$ cat config.mk
export PLATFORM = sky130hd
export DESIGN_NAME = pipeline_run_ctrl
export DESIGN_NICKNAME = d
export VERILOG_FILES = /design/src/rtl/pipe_ctrl_pkg.sv /design/src/rtl/pipeline_run_ctrl_sat_counter.sv /design/src/rtl/pipeline_run_ctrl.sv
export SDC_FILE = /design/constraint.sdc
export NUM_CORES = 1
export LEC_CHECK = 0
export CAP_MARGIN = 10
export CORE_MARGIN = 4
export CORE_UTILIZATION = 45
export CTS_CLUSTER_SIZE = 10
export DETAILED_ROUTE_END_ITERATION = 8
export DONT_BUFFER_PORTS = 1
export GPL_ROUTABILITY_DRIVEN = 0
export MAX_ROUTING_LAYER = met4
export PLACE_DENSITY = 0.71
export SLEW_MARGIN = 0
export SYNTH_ARGS = -nofsm -noshare
export SYNTH_HDL_FRONTEND = slang
export SYNTH_SLANG_ARGS = --single-unit
$ cat constraint.sdc
create_clock -name clk -period 2.3 [get_ports clk]
set_input_delay 0.115 -clock clk [delete_from_list [all_inputs] [get_ports clk]]
set_output_delay 0.115 -clock clk [all_outputs]
set_load 0.02 [all_outputs]
$ cat src/rtl/pipe_ctrl_pkg.sv
// Shared definitions for the pipeline run controller: run-state encoding and
// default sizing of the enabled-cycle counter and the HALT drain.
package pipe_ctrl_pkg;

  typedef enum logic [1:0] {
    ST_IDLE = 2'b00,
    ST_RUN  = 2'b01,
    ST_STEP = 2'b10,
    ST_DONE = 2'b11
  } run_state_e;

  localparam int CNT_W_DEF        = 32;
  localparam int DRAIN_CYCLES_DEF = 3;
  localparam int DRAIN_W_DEF      = 2;

endpackage

$ cat src/rtl/pipeline_run_ctrl_sat_counter.sv
// Up-counter with synchronous clear that sticks at all-ones instead of wrapping.
module sat_counter #(
  parameter int W = 32
) (
  input  logic         clk,
  input  logic         rst,
  input  logic         en_i,
  input  logic         clr_i,
  output logic [W-1:0] count_o
);

  logic [W-1:0] count_q;
  logic [W-1:0] count_d;

  always_comb begin
    count_d = count_q;
    if (clr_i) begin
      count_d = '0;
    end else if (en_i && (count_q != {W{1'b1}})) begin
      count_d = count_q + W'(1);
    end
  end

  always_ff @(posedge clk or posedge rst) begin
    if (rst) begin
      count_q <= '0;
    end else begin
      count_q <= count_d;
    end
  end

  assign count_o = count_q;

endmodule

$ cat src/rtl/pipeline_run_ctrl.sv
// Run/step/stop sequencer for the 5-stage pipeline: merges load-use stall,
// branch flush and HALT drain into the PC / IF-ID / ID-EX strobes.
module pipeline_run_ctrl
  import pipe_ctrl_pkg::*;
#(
  parameter int CNT_W        = CNT_W_DEF,
  parameter int DRAIN_CYCLES = DRAIN_CYCLES_DEF,
  parameter int DRAIN_W      = DRAIN_W_DEF
) (
  input  logic             clk,
  input  logic             rst,
  input  logic             i_start,
  input  logic             i_step,
  input  logic             i_pause,
  input  logic             i_clear,
  input  logic             i_halt_detected,
  input  logic             i_load_hazard,
  input  logic             i_branch_taken,
  output logic             o_pipe_enable,
  output logic             o_pc_write,
  output logic             o_if_id_write,
  output logic             o_if_id_flush,
  output logic             o_id_ex_bubble,
  output logic [1:0]       o_state,
  output logic             o_done,
  output logic [CNT_W-1:0] o_cycle_count
);

  run_state_e         state_q, state_d;
  logic               halted_q, halted_d;
  logic [DRAIN_W-1:0] drain_q, drain_d;
  logic               done_seen_q;
  logic               en;
  logic               halt_accept;
  logic               drain_last;
  logic               clear_done;

  assign en          = (state_q == ST_RUN) || (state_q == ST_STEP);
  assign halt_accept = en && i_halt_detected && !i_load_hazard && !halted_q;
  assign drain_last  = en && halted_q && (drain_q == DRAIN_W'(1));
  assign clear_done  = (state_q == ST_DONE) && i_clear;

  always_ff @(posedge clk or posedge rst) begin
    if (rst) begin
      state_q     <= ST_IDLE;
      halted_q    <= 1'b0;
      drain_q     <= '0;
      done_seen_q <= 1'b0;
    end else begin
      state_q     <= state_d;
      halted_q    <= halted_d;
      drain_q     <= drain_d;
      done_seen_q <= (state_q == ST_DONE);
    end
  end

  always_comb begin
    state_d = state_q;
    unique case (state_q)
      ST_IDLE: begin
        if (i_start)     state_d = ST_RUN;
        else if (i_step) state_d = ST_STEP;
      end
      ST_RUN: begin
        if (drain_last)   state_d = ST_DONE;
        else if (i_pause) state_d = ST_IDLE;
      end
      ST_STEP: state_d = drain_last ? ST_DONE : ST_IDLE;
      ST_DONE: begin
        if (i_clear) state_d = ST_IDLE;
      end
      default: state_d = ST_IDLE;
    endcase
  end

  // Drain only advances on enabled cycles, so pause/idle simply freezes it.
  always_comb begin
    halted_d = halted_q;
    drain_d  = drain_q;
    if (en && halted_q && (drain_q != '0)) begin
      drain_d = drain_q - DRAIN_W'(1);
    end
    if (halt_accept) begin
      halted_d = 1'b1;
      drain_d  = DRAIN_W'(DRAIN_CYCLES);
    end
    if (clear_done) begin
      halted_d = 1'b0;
      drain_d  = '0;
    end
  end

  // Load hazard outranks branch flush; a stalled branch re-resolves next cycle.
  always_comb begin
    o_pipe_enable  = en;
    o_pc_write     = en && !halted_q && !i_load_hazard;
    o_if_id_write  = en && !i_load_hazard;
    o_id_ex_bubble = en && i_load_hazard;
    o_if_id_flush  = en && !i_load_hazard && (i_branch_taken || halted_q);
    o_state        = state_q;
    o_done         = (state_q == ST_DONE) && !done_seen_q;
  end

  sat_counter #(
    .W(CNT_W)
  ) u_cycle_cnt (
    .clk    (clk),
    .rst    (rst),
    .en_i   (en),
    .clr_i  (clear_done),
    .count_o(o_cycle_count)
  );

endmodule

======== After elaboration in Yosys (flattened, before gate mapping) ========
Cells that the tools add are included.
word-level totals
  register bits ........................... 38
  input bits .............................. 9
  output and inout bits ................... 40
  word-level logic and storage cells ...... 54
cells by class
  add/sub/neg operators ................... 2
  equality and inequality tests ........... 8
  multiplexer cells ....................... 14
  reduce and logical (&&, ||, !) cells .... 25
operator list
  operator                                          count
  2-to-1 mux 32 bit                                 2
  adder 32 x 1 -> 32 bit, second input constant     1
  inequality test 32 bit, second input constant     1
  2-to-1 mux 2 bit                                  9
  logical AND 1 bit                                 14
  one-hot mux 2 bit (4 select lines)                1
  inequality test 3 bit, second input constant      2
  nonzero test 2 bit                                3
  == test 2 x 1 -> 1 bit, second input constant     2
  == test 2 bit, second input constant              2
  logical NOT 1 bit                                 3
  AND reduction 3 bit                               1
  nonzero test 3 bit                                1
  logical NOT 2 bit                                 1
  logical OR 1 bit                                  2
  2-to-1 mux 1 bit                                  2
  inequality test 2 bit, second input constant      1
  subtractor 2 x 1 -> 2 bit, second input constant  1

======== Depth between registers and ports, before layout ========
Gate-level depths: netlist (run 1).
  depth in word-level cells ............... 7
  gate-level depth with buffers ........... 7
  mapped depth without buffers ............ 7

======== Hierarchy ========
Synthesis (run 1) repeated with hierarchy kept, for this count alone.
second synthesis, totals
  cell total of the unflattened synthesis .. 227
  area, all modules ....................... 2177.1 sq um
by module, submodules not included
  module             instances  cells an instance  area an instance (sq um)  seq. area each (sq um)
  sat_counter        1          186                1740.4                    800.8
  pipeline_run_ctrl  1          41                 436.7                     150.1

======== Worst setup path before layout (run 1) ========
Ideal clock, no wire load.
  kind .................................... flip-flop to flip-flop
  start ................................... register u_cycle_cnt.count_q[0] (netlist: u_cycle_cnt.count_o[0])
  end ..................................... register u_cycle_cnt.count_q[25] (netlist: u_cycle_cnt.count_o[25])
  setup time .............................. 0.079 ns
  arrival ................................. 2.112 ns
  required time ........................... 2.221 ns
  slack ................................... 0.109 ns
  stages on the path, launching flop included .. 8
  path buffers ............................ 1
  period minus slack after synthesis ...... 2.191 ns
  path through ............................ dfrtp_1 > ha_1 > and3_1 > and4_2 > a31o_4 > buf_4 > nor4_2 > mux2i_1
between the ends
  word-level cells in the longest chain between the ends .. 3
  elaborated cells on any way between the ends .. 6
  classes of those cells .................. 1 x add/sub; 1 x eq/ne; 2 x mux; 2 x reduce/logical
ends and longest elaborated chain
  item                                                              RTL line                                                                  source
  from (decl)                                                       pipeline_run_ctrl_sat_counter.sv:12                                       logic [W-1:0] count_q;
  from (signal assigned)                                            pipeline_run_ctrl_sat_counter.sv:28                                       count_q <= count_d;
  adder 32 x 1 -> 32 bit or inequality test 32 bit (tied branches)  pipeline_run_ctrl_sat_counter.sv:20, pipeline_run_ctrl_sat_counter.sv:19
  2-to-1 mux 32 bit or logical AND 1 bit (tied branches)            pipeline_run_ctrl_sat_counter.sv:19                                       end else if (en_i && (count_q != {W{1'b1}})) begin
  2-to-1 mux 32 bit or nonzero test 2 bit (tied branches)           -
Several ways; a longest one is shown, not always the timed one. The select of a mux whose other input is x is not followed.
A chain may end at the register's enable or synchronous reset.

======== Worst setup path after layout (run 1) ========
  start ................................... register u_cycle_cnt.count_q[0] (netlist: u_cycle_cnt.count_o[0])
  end ..................................... register u_cycle_cnt.count_q[29] (netlist: u_cycle_cnt.count_o[29])
Same word-level chain as after synthesis.

==> results of run 1 <==
## per-layer routing
metal  global-route usage  vias up
met5                    -        -
met4               0.0524        0
met3               0.0596        4
met2                0.319       65
met1                0.251      977
li1                     -     1001
## state kept, by name, summed over array words and instances, names as in the netlist
name / flops
done_seen_q: 1
drain_q: 2
o_state: 2
u_cycle_cnt.count_o: 32
halted_q: 1
## worst max-delay path: stages (launching register included)
cell     delay (ns)
dfrtp_1        0.38
ha_1           0.22
and3_1         0.20
and4_2         0.28
a31o_4         0.32
buf_4          0.18
or3_1          0.34
a21oi_1        0.15
## worst paths after layout
kind                            cells after the start                      end
worst max-delay path                                7  u_cycle_cnt.count_o[29]
max in group asynchronous                           3  u_cycle_cnt.count_o[30]
worst max register to register                      7  u_cycle_cnt.count_o[29]
worst min-delay path                                2                 halted_q
worst min register to register                      2               drain_q[1]
min in group asynchronous                           3  u_cycle_cnt.count_o[12]
## timing repair
item                                   in CTS  in global routing
endpoints found under the hold margin      38                  0
hold buffers                                1                  0
gates resized for setup                     0                  0
setup endpoints to repair                   0                  1
## logic make-up after synthesis
| group | after synthesis |
|---|---|
| mux | 4 |
| flops | 38 |
| compound gates | 65 |
| buf+inv | 23 |
| xor+xnor | 3 |
| simple gates | 105 |
| fa+ha+maj | 7 |
## cell type report
| cell class | instances | area [um^2] |
|---|---|---|
| Multi-Input combinational cell | 185 | 1190 |
| Inverter | 13 | 48.8 |
| Timing Repair Buffer | 41 | 310 |
| Fill cell | 449 | 2070 |
| Tap cell | 67 | 83.8 |
| Sequential cell | 38 | 951 |
| Clock buffer | 5 | 68.8 |
| Clock inverter | 3 | 40.0 |
## synth_stat cells (2+ instances only)
cell type | count | area [um^2]
a211oi_1 | 2 | 15.0
a21oi_1 | 22 | 110
a31oi_1 | 2 | 12.5
and2_1 | 3 | 18.8
and3_1 | 2 | 12.5
and4_1 | 4 | 35.0
and4_4 | 2 | 22.5
buf_2 | 2 | 10.0
buf_6 | 2 | 22.5
clkbuf_1 | 4 | 15.0
dfrtp_1 | 38 | 951
ha_1 | 7 | 87.6
inv_1 | 13 | 48.8
mux2i_1 | 3 | 30.0
nand2_1 | 24 | 90.1
nand2b_1 | 2 | 12.5
nand3_1 | 14 | 70.1
nand4_1 | 9 | 56.3
nor2_1 | 10 | 37.5
nor3_1 | 2 | 10.0
nor4_1 | 5 | 31.3
nor4_2 | 2 | 25.0
o21a_1 | 4 | 30.0
o21ai_0 | 20 | 100
o31a_1 | 4 | 35.0
o31ai_1 | 5 | 37.5
or3_1 | 14 | 87.6
or4_1 | 7 | 52.6
xnor2_1 | 2 | 17.5
## power groups by stage
stage / Combinational, mW / Clock (mW) / Sequential (mW)
floorplan: 0.819 / 0 / 1.52
global placement: 1.70 / 0 / 1.20
finish: 1.79 / 0.563 / 1.20
global route: 1.99 / 0.608 / 1.24
detailed placement: 1.75 / 0 / 1.21
CTS: 1.76 / 0.572 / 1.20
## metrics by stage
| stage | hold slack (ns) | total power, mW |
|---|---|---|
| 6_report | 0.0296 | 3.55 |
| 5_1_grt | 0.0341 | 3.84 |
| 4_1_cts | 0.0182 | 3.53 |
| 3_3_place_gp | 0.151 | 2.91 |
| 3_5_place_dp | 0.157 | 2.96 |
| 2_1_floorplan | 0.295 | 2.34 |
==> run_results.csv, run 1 <==
group,metric,value,unit
synthesis,synth_mux_area_frac,0.0185,
sta,clock_skew,0.0134,ns
floorplanning,dieHeight,78.5,um
global_route,grt_pass1_vias,2031,
floorplanning,ios,49,
worst_setup_path,critPathLaunch,"u_cycle_cnt.count_o[0]",
finish,layout_common_cells,"buf_4 (40), dfrtp_1 (38), nand2_1 (24), a21oi_1 (22), o21ai_0 (20)",
placed_design,placed_area,0.00256,mm^2
synthesis,syn_area,0.00224,mm^2
sta,fmax,461,MHz
synthesis,synth_cell_type_count,44,
route,postRouteAntennaNets,0,
global_route,track_usage,0.201,
floorplanning,initial_core_util,0.470,
synthesis,synth.avg_cell_area,9.13,um^2
power_and_ir_drop,p_seq_frac,0.338,
clocking,h-tree-depth,2,
placed_design,dpl.hpwl,4.13,mm
clocking,cts_buffer_depth,2,
power_and_ir_drop,pwr-share-clk,0.159,
power_and_ir_drop,peakVddDrop,0.535,mV
synthesis,synth_xor_area_frac,0.0118,
floorplanning,num_rows,25,
floorplanning,coreArea,0.00475,mm^2
synthesis,synth_edf_count,0,
sta,worst_pin_slew,0.527,ns
finish,insertedDiodeCount,0,
route,drtIter0Drc,130,
sta,max_slew_margin,0.647,
global_route,grt_max_degree,39,
route,wl_met2,2.78,mm
route,wl_met3,430,um
synthesis,synth_fp_nets,261,
synthesis,synth_compound_area_frac,0.186,
global_route,antenna_found_initial,0,
clocking,clkTransAtPathRegs,0.07,ns
synthesis,yosysSeqAreaShare,0.425,
worst_setup_path,worst-path-max-fanout,13,
synthesis,synthArstFlopShare,1.00,
worst_setup_path,crit_path_end_kind,"flip-flop",
placed_design,dp_cells,342,
sta,timing.final.crit_share,0.942,
worst_setup_path,r2r_start,"u_cycle_cnt.count_o[0]",
synthesis,synth_top_family_by_area,"simple AND/OR/NAND/NOR gates",
route,drt-total-wl,5.72,mm
route,avgViaCountPerCell,5.82,
sta,tns,0,ns
route,dr.pass1.iters,4,
sta,period_needed,2.17,ns
floorplanning,dieArea,0.00616,mm^2
worst_setup_path,r2r_slack,0.13,ns
clocking,cts_num_sinks,38,
floorplanning,die_w,78.5,um
sta,setup_viol_count_final,0,
synthesis,synth_fa_ha_area_frac,0.0392,
synthesis,ys_ff_latch,38,
synthesis,ys_warn_count,0,
outcome,status,"finished clean",
global_route,grt_pass1_wl,9.60,mm
finish,nets,300,
worst_setup_path,crit_required,2.51,ns
power_and_ir_drop,p_int,1.89,mW
sta,final_max_slew_viol_count,0,
sta,rsz0062_at_grt,"no",
min_path,hold_class,"input pin to flip-flop",
route,wl_per_cell,16.3,um
finish,final_util,0.566,
synthesis,synth-simple-area-share,0.271,
finish,final_cells,352,
worst_setup_path,crit_path_start_kind,"flip-flop",
worst_setup_path,cp.arrival,2.38,ns
clocking,numCtsBuffers,5,
placed_design,preCtsSetupSlack,0.138,ns
placed_design,io_buffers,0,
clocking,cts.root.buffer_cell,"clkbuf_8",
power_and_ir_drop,power_density,1320,mW/mm^2
sta,fin_ws,0.133,ns
route,met1_length,2.45,mm
synthesis,ys_dominant_reg_cell,"dfrtp_1",
route,maxUsedRoutingLayer,"met4",
power_and_ir_drop,swShare,0.467,
synthesis,synthCells,245,
power_and_ir_drop,switching_power,1.66,mW
power_and_ir_drop,p_comb_frac,0.504,
worst_setup_path,setup.worst_path.class,"flip-flop to flip-flop",
finish,drive_gt1_frac,0.204,
run,maxCapViolations,0,
min_path,hold_start,"i_halt_detected",
finish,final_common_cell,"buf_4",
sta,finalHoldViolCount,0,
clocking,clkLatencyLatePin,0.30,ns
finish,area_delta_synth_final,20.3,%
clocking,cts_tree,"yes",
clocking,cts_setup_buffers,0,
route,drc,0,
finish,fin_area,0.00269,mm^2
power_and_ir_drop,p_leak,1.13,nW
global_route,overflow,0,
route,via_count,2047,
Note: power is estimated with default switching activity, not from simulation.
==> inputs of run 2 (changes only) <==
Settings changed: ABC_AREA set to 1, GPL_ROUTABILITY_DRIVEN 0 to not set.
==> run_results.csv, run 2 <==
group,metric,value,unit
route,wl_per_cell,14.3,um
synthesis,synth_cell_type_count,27,
clocking,numCtsBuffers,5,
worst_setup_path,cp.buffers_inverters,4,
finish,largest_reg_flops,32,
route,avgViaCountPerCell,5.21,
sta,holdWs,0.0269,ns
global_route,overflow,0,
finish,insertedDiodeCount,0,
finish,nets,440,
sta,worst_pin_slew,0.504,ns
finish,fill_cells,536,
power_and_ir_drop,finalPower,2.49,mW
sta,final_max_slew_viol_count,0,
min_path,hold_start,"i_halt_detected",
global_route,grt_max_degree,39,
finish,final_common_cell,"nand2_1",
route,via_count,2589,
finish,final_util,0.531,
synthesis,synth_area_leaders,"dfrtp_1 (35%), nand2_1 (21%), nor2_1 (7.8%)",
worst_setup_path,crit_family,"flip-flops",
synthesis,synthArstFlopShare,1.00,
floorplanning,num_rows,27,
route,drt-total-wl,7.09,mm
synthesis,synth.avg_cell_area,6.70,um^2
sta,fin_ws,0.212,ns
power_and_ir_drop,switching_power,1.16,mW
synthesis,yosysSeqAreaShare,0.354,
synthesis,yosysMostFrequentCell,"nand2_1",
floorplanning,dieArea,0.00727,mm^2
synthesis,synth_edf_count,0,
global_route,antenna_found_initial,0,
worst_setup_path,crit_required,2.18,ns
placed_design,dp_cells,488,
synthesis,synth_mux_area_frac,0,
sta,tns,0,ns
worst_setup_path,worst-path-max-fanout,9,
clocking,cts_buffer_depth,2,
sta,rsz0062_at_grt,"no",
power_and_ir_drop,pwr-share-clk,0.195,
synthesis,synth_top_cell_area_share,0.354,
finish,area_delta_synth_final,11.5,%
placed_design,io_buffers,0,
worst_setup_path,path_common_cell,"inv_1",
clocking,cts_tree,"yes",
worst_setup_path,critical_path.slowest_cell,"dfrtp_1",
power_and_ir_drop,p_leak,1.41,nW
finish,ff_latch_area,951,um^2
synthesis,ys_warn_count,0,
finish,drive_gt1_frac,0.111,
sta,setup_viol_count_final,0,
synthesis,synth_fp_nets,417,
power_and_ir_drop,p_comb_frac,0.437,
clocking,clkTransAtPathRegs,0.07,ns
worst_setup_path,slowest_delay,0.52,ns
power_and_ir_drop,power_density,830,mW/mm^2
synthesis,synth_top_family_by_area,"simple AND/OR/NAND/NOR gates",
synthesis,syn_area,0.00269,mm^2
run,maxCapViolations,0,
worst_setup_path,crit_path_start_kind,"flip-flop",
synthesis,synthCells,401,
synthesis,synth_compound_area_frac,0.0610,
sta,timing.final.crit_share,0.908,
route,drc,0,
route,drtIter0Drc,149,
floorplanning,dieHeight,85.3,um
synthesis,ys_dominant_reg_cell,"dfrtp_1",
sta,max_slew_margin,0.664,
power_and_ir_drop,p_int,1.33,mW
floorplanning,coreArea,0.00564,mm^2
synthesis,ys_ff_latch,38,
placed_design,placed_area,0.00289,mm^2
sta,period_needed,2.09,ns
floorplanning,die_w,85.3,um
worst_setup_path,cp.arrival,1.97,ns
global_route,grt_pass1_wl,11.8,mm
route,postRouteAntennaNets,0,
synthesis,synth_fa_ha_area_frac,0.0326,
floorplanning,ios,49,
placed_design,preCtsSetupSlack,0.156,ns
worst_setup_path,critPathLaunch,"o_state[0]",
power_and_ir_drop,p_seq_frac,0.368,
worst_setup_path,r2r_start,"o_state[0]",
power_and_ir_drop,swShare,0.465,
synthesis,synth_xor_area_frac,0.0261,
placed_design,dpl.hpwl,5.31,mm
clocking,clkLatencyLatePin,0.29,ns
clocking,h-tree-depth,2,
global_route,grt_pass1_vias,2458,
power_and_ir_drop,peakVddDrop,0.752,mV
synthesis,synth-simple-area-share,0.448,
worst_setup_path,setup.worst_path.class,"flip-flop to primary output",
global_route,track_usage,0.210,
clocking,cts_setup_buffers,0,
clocking,cts_num_sinks,38,
clocking,cts.root.buffer_cell,"clkbuf_8",
placed_design,globalplace.congestion,0.921,
finish,multiInputGateArea,0.00153,mm^2
synthesis,ys_top_cells_by_count,"nand2_1 (148), nor2_1 (56), nand3_1 (41), dfrtp_1 (38), inv_1 (36)",
finish,final_cells,497,
min_path,hold_class,"input pin to flip-flop",
sta,clock_skew,0.00735,ns
outcome,status,"finished clean",
route,dr.pass1.iters,5,
finish,layout_common_cells,"nand2_1 (148), nor2_1 (54), nand3_1 (41), dfrtp_1 (38), inv_1 (36)",
worst_setup_path,crit_path_end_kind,"primary output",
sta,finalHoldViolCount,0,
synthesis,yosys.area.top_type,"dfrtp_1",
worst_setup_path,crit_chain,"inv_1, ha_2, inv_1, nor2_2, inv_1, nor2_2, buf_4",
floorplanning,initial_core_util,0.476,
finish,fin_area,0.00300,mm^2
sta,fmax,479,MHz
-- run 2: layout make-up --
type                            instances  share of cell area
Inverter                               36              0.0451
Multi-Input combinational cell        317               0.511
Timing Repair Buffer                   26              0.0659
Sequential cell                        38               0.317
Clock buffer                            7              0.0288
Tap cell                               72              0.0301
Clock inverter                          1             0.00167
-- run 2: what timing repair did --
action                     in CTS  in global routing
hold endpoints to repair       38                  0
resized for setup               0                  1
setup endpoints to repair       0                  4
hold buffers                    1                  0
-- run 2: worst paths after layout --
kind,slack (ns),end,cells past startpoint
worst min-delay path,0.03,halted_q,2
worst max register to register,0.29,drain_q[1],10
worst max-delay path,0.21,o_pc_write,7
worst min register to register,0.59,drain_q[1],2
min in group asynchronous,0.38,u_cycle_cnt.count_o[21],3
max in group asynchronous,1.56,drain_q[1],3
-- run 2: worst reg2reg max path, stage by stage (launching register included) --
cell and delay (ns):
dfrtp_1 0.52, inv_1 0.12, ha_2 0.49, inv_1 0.12, nor2_2 0.12, inv_1 0.07
nor2_2 0.09, nand2_1 0.10, nand2_1 0.12, nand2_1 0.08, o22ai_1 0.11
-- run 2: routing by layer --
layer / up-vias / track usage / wire length [um]
li1: 1316 / - / -
met1: 1169 / 0.253 / 3070
met2: 92 / 0.337 / 3310
met3: 12 / 0.0476 / 504
met4: 0 / 0.0892 / 208
met5: - / - / 0
-- run 2: kinds of logic (layout without fill, tap and decap cells) --
kind of cell | Yosys count | in the layout
AND/OR/NAND/NOR | 272 | 272
buffers and inverters | 46 | 70
flip-flops | 38 | 38
AO/OA/AOI/OAI | 30 | 30
XOR/XNOR | 8 | 8
adder cells (fa/ha/maj) | 7 | 7
-- run 2: power by group through the flow --
| stage | Clock [mW] | Combinational, mW | Sequential [mW] |
|---|---|---|---|
| 2_1_floorplan | 0 | 0.904 | 0.946 |
| 3_3_place_gp | 0 | 1.07 | 0.926 |
| 3_5_place_dp | 0 | 1.08 | 0.931 |
| 4_1_cts | 0.501 | 1.09 | 0.917 |
| 5_1_grt | 0.529 | 1.22 | 0.932 |
| 6_report | 0.485 | 1.09 | 0.915 |
